[config.mk]
export PLATFORM = sky130hd
export DESIGN_NAME = muldiv_hilo
export DESIGN_NICKNAME = d
export VERILOG_FILES = /design/src/rtl/muldiv_hilo.sv
export SDC_FILE = /design/constraint.sdc
export NUM_CORES = 1
export LEC_CHECK = 0
export CAP_MARGIN = 30
export CORE_UTILIZATION = 49
export DETAILED_ROUTE_END_ITERATION = 8
export PLACE_DENSITY_LB_ADDON = 0.25
export SLEW_MARGIN = 20
export SYNTH_ARGS = -nofsm -noshare
export SYNTH_HDL_FRONTEND = slang
export SYNTH_SLANG_ARGS = --single-unit
[constraint.sdc]
create_clock -name clk -period 9.13 [get_ports clk]
set_input_delay 1.826 -clock clk [delete_from_list [all_inputs] [get_ports clk]]
set_output_delay 1.826 -clock clk [all_outputs]
set_load 0.03 [all_outputs]
[src/rtl/muldiv_hilo.sv]
// muldiv_hilo: sequential multiply/divide unit owning the HI/LO pair.
// Resolves one result bit per cycle: shift-add for MULT/MULTU and a
// restoring step for DIV/DIVU. The sign of the result is applied in a
// single fix-up cycle. MTHI/MTLO write HI/LO directly while idle.
//
// Ports:
//   clk, rst      rising-edge clock, synchronous active-high reset
//   start, op     launch: 00 MULT, 01 MULTU, 10 DIV, 11 DIVU (idle only)
//   x, y          multiplicand/dividend, multiplier/divisor (latched on start)
//   wr_hi, wr_lo  MTHI/MTLO strobes, write wdata (idle only)
//   wdata         MTHI/MTLO data
//   busy          operation in flight
//   done          one-cycle pulse when HI/LO take a result
//   hi, lo        product[2W-1:W]/product[W-1:0], or remainder/quotient
module muldiv_hilo #(
    parameter int WIDTH = 32
) (
    input  logic             clk,
    input  logic             rst,
    input  logic             start,
    input  logic [1:0]       op,
    input  logic [WIDTH-1:0] x,
    input  logic [WIDTH-1:0] y,
    input  logic             wr_hi,
    input  logic             wr_lo,
    input  logic [WIDTH-1:0] wdata,
    output logic             busy,
    output logic             done,
    output logic [WIDTH-1:0] hi,
    output logic [WIDTH-1:0] lo
);

    localparam int CW = $clog2(WIDTH);

    typedef enum logic [1:0] {IDLE, CALC, FIX} state_t;

    state_t             st;
    logic               is_div;
    logic               div0;
    logic               neg_q;     // product / quotient must be negated
    logic               neg_r;     // remainder takes the dividend's sign
    logic [CW-1:0]      cnt;
    logic [WIDTH-1:0]   mag_x;     // |x|, or raw x for a divide by zero
    logic [WIDTH-1:0]   mag_y;     // |y| (divisor)
    // Multiply: {partial high, multiplier shifting out}.
    // Divide:   low half holds dividend shifting out, quotient shifting in.
    logic [2*WIDTH-1:0] acc;
    // Remainder always stays below the divisor, so WIDTH bits hold it;
    // the shifted trial value carries the extra bit.
    logic [WIDTH-1:0]   rem;

    logic               sgn, x_neg, y_neg;
    logic [WIDTH-1:0]   x_abs, y_abs;
    logic [WIDTH:0]     m_sum;
    logic [2*WIDTH-1:0] acc_mul;
    logic [WIDTH:0]     shifted;
    logic               take;
    logic [WIDTH-1:0]   rem_next;
    logic [2*WIDTH-1:0] acc_div;
    logic [2*WIDTH-1:0] prod;
    logic [WIDTH-1:0]   quo, rmd;

    always_comb begin
        sgn   = ~op[0];
        x_neg = sgn & x[WIDTH-1];
        y_neg = sgn & y[WIDTH-1];
        x_abs = x_neg ? -x : x;
        y_abs = y_neg ? -y : y;

        // Shift-add: add multiplicand when the multiplier LSB is set, then
        // shift the whole accumulator (with carry) right by one.
        m_sum   = {1'b0, acc[2*WIDTH-1:WIDTH]} + (acc[0] ? {1'b0, mag_x} : '0);
        acc_mul = {m_sum, acc[WIDTH-1:1]};

        // Restoring divide step.
        shifted  = {rem, acc[WIDTH-1]};
        take     = (shifted >= {1'b0, mag_y});
        rem_next = take ? WIDTH'(shifted - {1'b0, mag_y}) : shifted[WIDTH-1:0];
        acc_div  = {acc[2*WIDTH-1:WIDTH], acc[WIDTH-2:0], take};

        prod = neg_q ? -acc : acc;
        quo  = neg_q ? -acc[WIDTH-1:0] : acc[WIDTH-1:0];
        rmd  = neg_r ? -rem : rem;
    end

    always_ff @(posedge clk) begin
        if (rst) begin
            st     <= IDLE;
            busy   <= 1'b0;
            done   <= 1'b0;
            hi     <= '0;
            lo     <= '0;
            cnt    <= '0;
            is_div <= 1'b0;
            div0   <= 1'b0;
            neg_q  <= 1'b0;
            neg_r  <= 1'b0;
            mag_x  <= '0;
            mag_y  <= '0;
            acc    <= '0;
            rem    <= '0;
        end else begin
            done <= 1'b0;
            case (st)
                IDLE: begin
                    if (wr_hi) hi <= wdata;
                    if (wr_lo) lo <= wdata;
                    if (start) begin
                        busy   <= 1'b1;
                        is_div <= op[1];
                        neg_q  <= x_neg ^ y_neg;
                        neg_r  <= x_neg;
                        mag_y  <= y_abs;
                        rem    <= '0;
                        cnt    <= CW'(WIDTH - 1);
                        acc    <= op[1] ? {{WIDTH{1'b0}}, x_abs}
                                        : {{WIDTH{1'b0}}, y_abs};
                        if (op[1] && (y == '0)) begin
                            div0  <= 1'b1;
                            mag_x <= x;
                            st    <= FIX;
                        end else begin
                            div0  <= 1'b0;
                            mag_x <= x_abs;
                            st    <= CALC;
                        end
                    end
                end
                CALC: begin
                    if (is_div) begin
                        acc <= acc_div;
                        rem <= rem_next;
                    end else begin
                        acc <= acc_mul;
                    end
                    if (cnt == '0) st <= FIX;
                    else           cnt <= cnt - 1'b1;
                end
                FIX: begin
                    if (div0) begin
                        hi <= mag_x;
                        lo <= '1;
                    end else if (is_div) begin
                        hi <= rmd;
                        lo <= quo;
                    end else begin
                        hi <= prod[2*WIDTH-1:WIDTH];
                        lo <= prod[WIDTH-1:0];
                    end
                    done <= 1'b1;
                    busy <= 1'b0;
                    st   <= IDLE;
                end
                default: st <= IDLE;
            endcase
        end
    end

endmodule

==> results of run 1 <==
-- worst paths after layout --
kind / depth (start not counted) / slack (ns) / startpoint / to
min reg2reg: 2 / 0.46 / lo[31]$_SDFFE_PP0P_ / lo[31]$_SDFFE_PP0P_
min: 2 / 0.46 / lo[31]$_SDFFE_PP0P_ / lo[31]$_SDFFE_PP0P_
max: 10 / 3.95 / y[11] / mag_x[14]$_SDFFE_PP0P_
max reg2reg: 11 / 4.82 / rem[9]$_SDFFE_PP0P_ / rem[29]$_SDFFE_PP0P_
-- flip-flops by register name, indices dropped and copies added (netlist names), 2 cells and up --
name / count
mag_y: 32
st: 2
acc: 64
mag_x: 32
hi: 32
rem: 32
lo: 32
cnt: 5
-- cell type report --
type / instances / share of cell area [%]
Multi-Input combinational cell: 1837 / 58.4
Sequential cell: 237 / 23.4
Timing Repair Buffer: 197 / 9.36
Clock buffer: 38 / 3.93
Tap cell: 455 / 2.80
Inverter: 63 / 1.16
Clock inverter: 13 / 0.863
Antenna cell: 3 / 0.0370
-- critical path: stages --
cell and delay, ns:
clkdlybuf4s50_1 0.45, or4_1 0.60, or4_1 0.48, nor4_1 0.41, nand3_1 0.29, or4b_1 0.81, nand2_2 0.36, nor2_1 0.09
xnor2_1 0.19, a21oi_1 0.08
-- synthesized netlist by cell type (31+ instances only) --
cell type,count,area share (%)
inv_1,62,1.3
nand2_1,205,4.4
xnor2_1,131,6.6
o221ai_1,31,1.6
nor2_1,246,5.3
a21o_1,33,1.4
a21oi_1,205,5.9
o21ai_0,181,5.2
nor3_1,56,1.6
and2_1,37,1.3
dfxtp_1,237,27
a211oi_1,78,3.4
ha_1,70,5.0
mux2i_1,53,3.0
clkbuf_1,136,2.9
o31ai_1,39,1.7
xor2_1,97,4.9
-- layout by cell type (no fill, tap or decap), drive strengths merged, types with 12 or more instances in the layout --
cell type and count:
a211oi 78, o41ai 19, clkbuf 38, xor2 97
o221ai 31, clkdlybuf4s50 167, or4 22, inv 62
nand4 14, dfxtp 237, a31oi 12, or3 18
xnor2 131, nor4 19, or2 12, o22ai 19
ha 70, and2 38, nand2 206, o31ai 40
o211ai 13, mux2i 53, a21oi 205, a21o 33
buf 30, o21ai 185, nand3 27, nor3 57
a22oi 14, a221oi 14, a32oi 14, nor2 246
a2111oi 13, nand2b 20
-- kinds of logic (layout without fill, tap and decap cells) --
group / Yosys count / after routing / share of synthesized area, %
buffers and inverters: 223 / 311 / 4.93
AND/OR/NAND/NOR: 724 / 724 / 19.7
multiplexers: 59 / 59 / 3.44
AO/OA/AOI/OAI: 754 / 754 / 27.9
adder cells (fa/ha/maj): 72 / 72 / 5.26
flip-flops: 237 / 237 / 27.3
other: 0 / 3 / 0
XOR/XNOR: 228 / 228 / 11.5
-- metrics by stage --
step | util (%) | area, µm² | instances | power [mW]
final | 58.5 | 20300 | 2843 | 3.30
after global routing | 58.5 | 20300 | 2841 | 3.40
after CTS | 58.4 | 20300 | 2838 | 3.27
after detailed placement | 55.6 | 19300 | 2787 | 2.10
after global placement | 55.6 | 19300 | 2786 | 2.08
after floorplan | - | 17400 | 2297 | 1.76
-- per-layer routing --
layer  track usage [%]  share of wire [%]  vias up
li1                  -                  -     8488
met1              48.2                 42     8700
met4              18.6                5.8        2
met3              5.87                9.8      173
met5                 0              0.014        -
met2              53.7                 42     1006
-- power by group --
part	internal, mW	switching (mW)
sequential	1.12	0.114
combinational	0.329	0.547
clock	0.699	0.488
total	2.15	1.15
==> impl_metrics.py, run 1 <==
metrics = {
    "run_status": {
        "status": "finished clean",
    },
    "cells_and_area": {
        "drive_above_1_share_pct": 5.20,
        "fillerInstances": 3217,
        "ff_latch_area_um2": 4750,
        "finalNetCount": 2539,
        "multiInputGateArea_um2": 11900,
        "area_delta_synth_final_pct": 16.7,
    },
    "clock_tree": {
        "numCtsBuffers": 28,
        "cts_resized": 0,
        "htree_levels": 1,
        "cts_hold_buf": 0,
        "insertion_delay_ns": 0.57,
        "postCtsSetupBuffers": 0,
        "path_clk_slew_ns": 0.06,
        "cts_tree": "built",
        "clock-sinks": 237,
        "clockRootBuffer": "clkbuf_16",
        "clk_path_buf_depth": 3,
    },
    "synth": {
        "syn_area_per_cell_um2": 7.57,
        "synth_fp_nets": 2472,
        "synth.distinct_cells": 84,
        "syn_area_um2": 17400,
        "synth-main-ff-cell": "dfxtp_1",
        "synth_edf_count": 0,
        "synthCells": 2297,
        "async_reset_ff_share_pct": 0,
        "synth_seq_cells": 237,
        "yosysWarnings": 0,
        "synth_seq_area_share_pct": 27.3,
    },
    "routing": {
        "vias": 18369,
        "firstDrtPassIters": 5,
        "via_per_inst": 6.46,
        "wl_per_cell_um": 23.3,
        "first_iter_violations": 1946,
        "ant_nets": 0,
        "drc_errors": 0,
        "routed_wl_mm": 66.3,
    },
    "global_routing": {
        "antenna_found_initial": 2,
        "grt_max_degree": 96,
        "grt_pass1_wl_mm": 99.8,
        "gr-usage-all-layers_pct": 35.5,
        "grt_pass1_vias": 16784,
        "grt.overflow.total": 0,
    },
    "power_and_ir_drop": {
        "ir_drop_mv": 0.178,
        "power.leakage_nw": 7.68,
        "power_density_nw_per_um2": 162,
    },
    "timing": {
        "setup_viol": 0,
        "finalCritPeriodShare_pct": 56.7,
        "fin_crit_ns": 5.18,
        "setup_tns_ns": 0,
        "fmax_mhz": 193,
        "slew_violations": 0,
        "hold_ws_ns": 0.455,
        "slew_headroom_pct": 33.8,
        "rsz0062_at_grt": "no",
        "layout_setup_ws_ns": 3.95,
        "tightest_slew_ns": 0.993,
        "hold_viol_final": 0,
        "clock_skew_ns": 0.0182,
    },
    "floorplan": {
        "rows": 68,
        "num_io_pins": 169,
        "die_area_um2": 36300,
        "die_w_um": 190,
        "fp.dieH_um": 190,
        "core_area_um2": 34700,
        "initial_core_util_pct": 50.1,
    },
    "placed_design": {
        "port_buffers": 168,
        "gp_congestion": 0.979,
        "dp_slack_ns": 3.44,
        "dp_hpwl_mm": 50.2,
    },
    "critical_path": {
        "required_ns": 9.54,
        "crit_type": "input port to flop",
        "crit_path_end_kind": "flop",
        "cp-start-kind": "input port",
        "crit_fanout": 12,
        "critPathArrivalTime_ns": 5.59,
    },
    "flow_run": {
        "drv_cap": 0,
    },
    "min_path": {
        "min_path_type": "flop to flop",
    },
}
Note: power is estimated with default switching activity, not from simulation.
==> run 2, diff against run 1 <==
clock period = 4.5 ns   (was 9.13 ns; I/O delays follow)
==> impl_metrics.py, run 2 (same netlist as run 1, synthesis figures left out) <==
metrics = {
    "clock_tree": {
        "cts_resized": 0,
        "path_clk_slew_ns": 0.06,
        "htree_levels": 1,
        "insertion_delay_ns": 0.59,
        "cts_tree": "built",
        "postCtsSetupBuffers": 0,
        "clk_path_buf_depth": 3,
        "numCtsBuffers": 29,
        "cts_hold_buf": 0,
        "clock-sinks": 237,
        "clockRootBuffer": "clkbuf_16",
    },
    "critical_path": {
        "crit_path_end_kind": "flop",
        "cp-start-kind": "flop",
        "critical-path-top-cell-by-count": "a2111oi_0",
        "cp_slowest_cell": "a2111oi_0",
        "crit_fanout": 8,
        "required_ns": 4.91,
        "ff2ff_setup_slack_ns": 0.39,
        "cp_cell_sequence": "or4_1 -> or3_1 -> nor3_4 -> nand4_2 -> o31ai_1 -> xor2_1 -> nor3_1 -> a2111oi_0 -> buf_4 -> a2111oi_0",
        "critPathArrivalTime_ns": 4.52,
        "crit_type": "flop to flop",
        "max_stage_delay_ns": 0.90,
    },
    "floorplan": {
        "initial_core_util_pct": 50.1,
        "fp.dieH_um": 190,
        "num_io_pins": 169,
        "die_w_um": 190,
        "core_area_um2": 34700,
        "rows": 68,
        "die_area_um2": 36300,
    },
    "timing": {
        "hold_viol_final": 0,
        "hold_ws_ns": 0.452,
        "slew_violations": 0,
        "rsz0062_at_grt": "no",
        "fin_crit_ns": 4.11,
        "slew_headroom_pct": 28.2,
        "tightest_slew_ns": 1.05,
        "setup_viol": 0,
        "finalCritPeriodShare_pct": 91.3,
        "clock_skew_ns": 0.0268,
        "setup_tns_ns": 0,
        "layout_setup_ws_ns": 0.392,
        "fmax_mhz": 243,
    },
    "placed_design": {
        "port_buffers": 168,
        "dp_slack_ns": 0.103,
        "dp.cells": 2822,
        "postPlaceCellArea_um2": 19600,
        "gp_congestion": 0.976,
        "dp_hpwl_mm": 52.2,
    },
    "cells_and_area": {
        "largest-register": "acc",
        "drive_above_1_share_pct": 6.40,
        "final_cell_mix": "nor2_1, dfxtp_1, nand2_1, a21oi_1, o21ai_0",
        "fillerInstances": 3269,
        "finalNetCount": 2574,
        "final_area_um2": 20600,
        "area_delta_synth_final_pct": 18.5,
        "fin_util_pct": 59.4,
        "final_common_cell": "nor2_1",
        "instances_no_fill": 2877,
        "largest_reg_flops": 64,
    },
    "routing": {
        "first_iter_violations": 2137,
        "via_per_inst": 6.41,
        "vias": 18428,
        "drc_errors": 0,
        "routed_wl_mm": 67.9,
        "wl_per_cell_um": 23.6,
        "ant_nets": 0,
        "firstDrtPassIters": 6,
    },
    "global_routing": {
        "grt.overflow.total": 0,
        "gr-usage-all-layers_pct": 36.7,
        "antenna_found_initial": 1,
        "grt_max_degree": 158,
        "grt_pass1_vias": 16914,
        "grt_pass1_wl_mm": 102,
    },
    "power_and_ir_drop": {
        "power_switching_mw": 2.37,
        "power_mw": 6.81,
        "clock_power_share_pct": 36.5,
        "comb_power_share_pct": 26.8,
        "sw_frac_of_total_pct": 34.8,
        "ir_drop_mv": 0.333,
        "p_int_mw": 4.44,
        "sequentialPowerShare_pct": 36.6,
        "power.leakage_nw": 7.88,
        "power_density_nw_per_um2": 330,
    },
    "min_path": {
        "min_path_type": "flop to flop",
    },
    "run_status": {
        "status": "finished clean",
    },
    "flow_run": {
        "drv_cap": 0,
    },
}
[run 2: cell types whose count changed in the layout (fill, tap and decap cells not counted), moves of 2 or more]
| cell | delta |
|---|---|
| clkinv_2 | -3 |
| clkinvlp_4 | -2 |
| buf_12 | +3 |
| buf_4 | +31 |
| clkinv_4 | +2 |
| clkbuf_1 | +2 |
| diode_2 | -2 |
[run 2: power groups by stage]
stage / Combinational, mW / Clock [mW] / Sequential (mW)
6_report: 1.83 / 2.49 / 2.50
5_1_grt: 1.96 / 2.59 / 2.50
4_1_cts: 1.79 / 2.50 / 2.48
3_5_place_dp: 1.78 / 0 / 2.53
3_3_place_gp: 1.75 / 0 / 2.52
2_1_floorplan: 1.06 / 0 / 2.51
[run 2: critical path: cells and delay by family, from the launching register on]
kind | cells | cell delay [ns]
AND/OR/NAND/NOR | 5 | 1.79
XOR/XNOR | 1 | 0.19
AO/OA/AOI/OAI | 3 | 1.31
buffers and inverters | 1 | 0.27
flip-flops | 1 | 0.40
[run 2: area by class of cell]
class / count / area (µm²) / area share (%)
inverters: 63 / 236 / 1.15
well taps: 455 / 569 / 2.76
diodes: 1 / 2.50 / 0.0121
multi-input cells: 1837 / 11800 / 57.5
clock buffers: 42 / 845 / 4.10
clock inverters: 11 / 169 / 0.819
repair buffers: 231 / 2200 / 10.7
flip-flops and latches: 237 / 4750 / 23.0
[run 2: final timing paths]
| kind | start | to | cells after the start |
|---|---|---|---|
| hold / removal | lo[4]$_SDFFE_PP0P_ | lo[4]$_SDFFE_PP0P_ | 2 |
| hold reg to reg | lo[4]$_SDFFE_PP0P_ | lo[4]$_SDFFE_PP0P_ | 2 |
| setup reg to reg | acc[4]$_SDFFE_PP0P_ | hi[19]$_SDFFE_PP0P_ | 10 |
| setup / recovery | acc[4]$_SDFFE_PP0P_ | hi[19]$_SDFFE_PP0P_ | 10 |
[run 2: routing by layer]
layer,vias to the layer above,GRT usage [%],share of wire (%)
li1,8577,-,-
met1,8664,48.1,41
met2,1027,57.2,43
met3,160,7.77,10
met4,0,17.4,5.3
met5,-,0,0
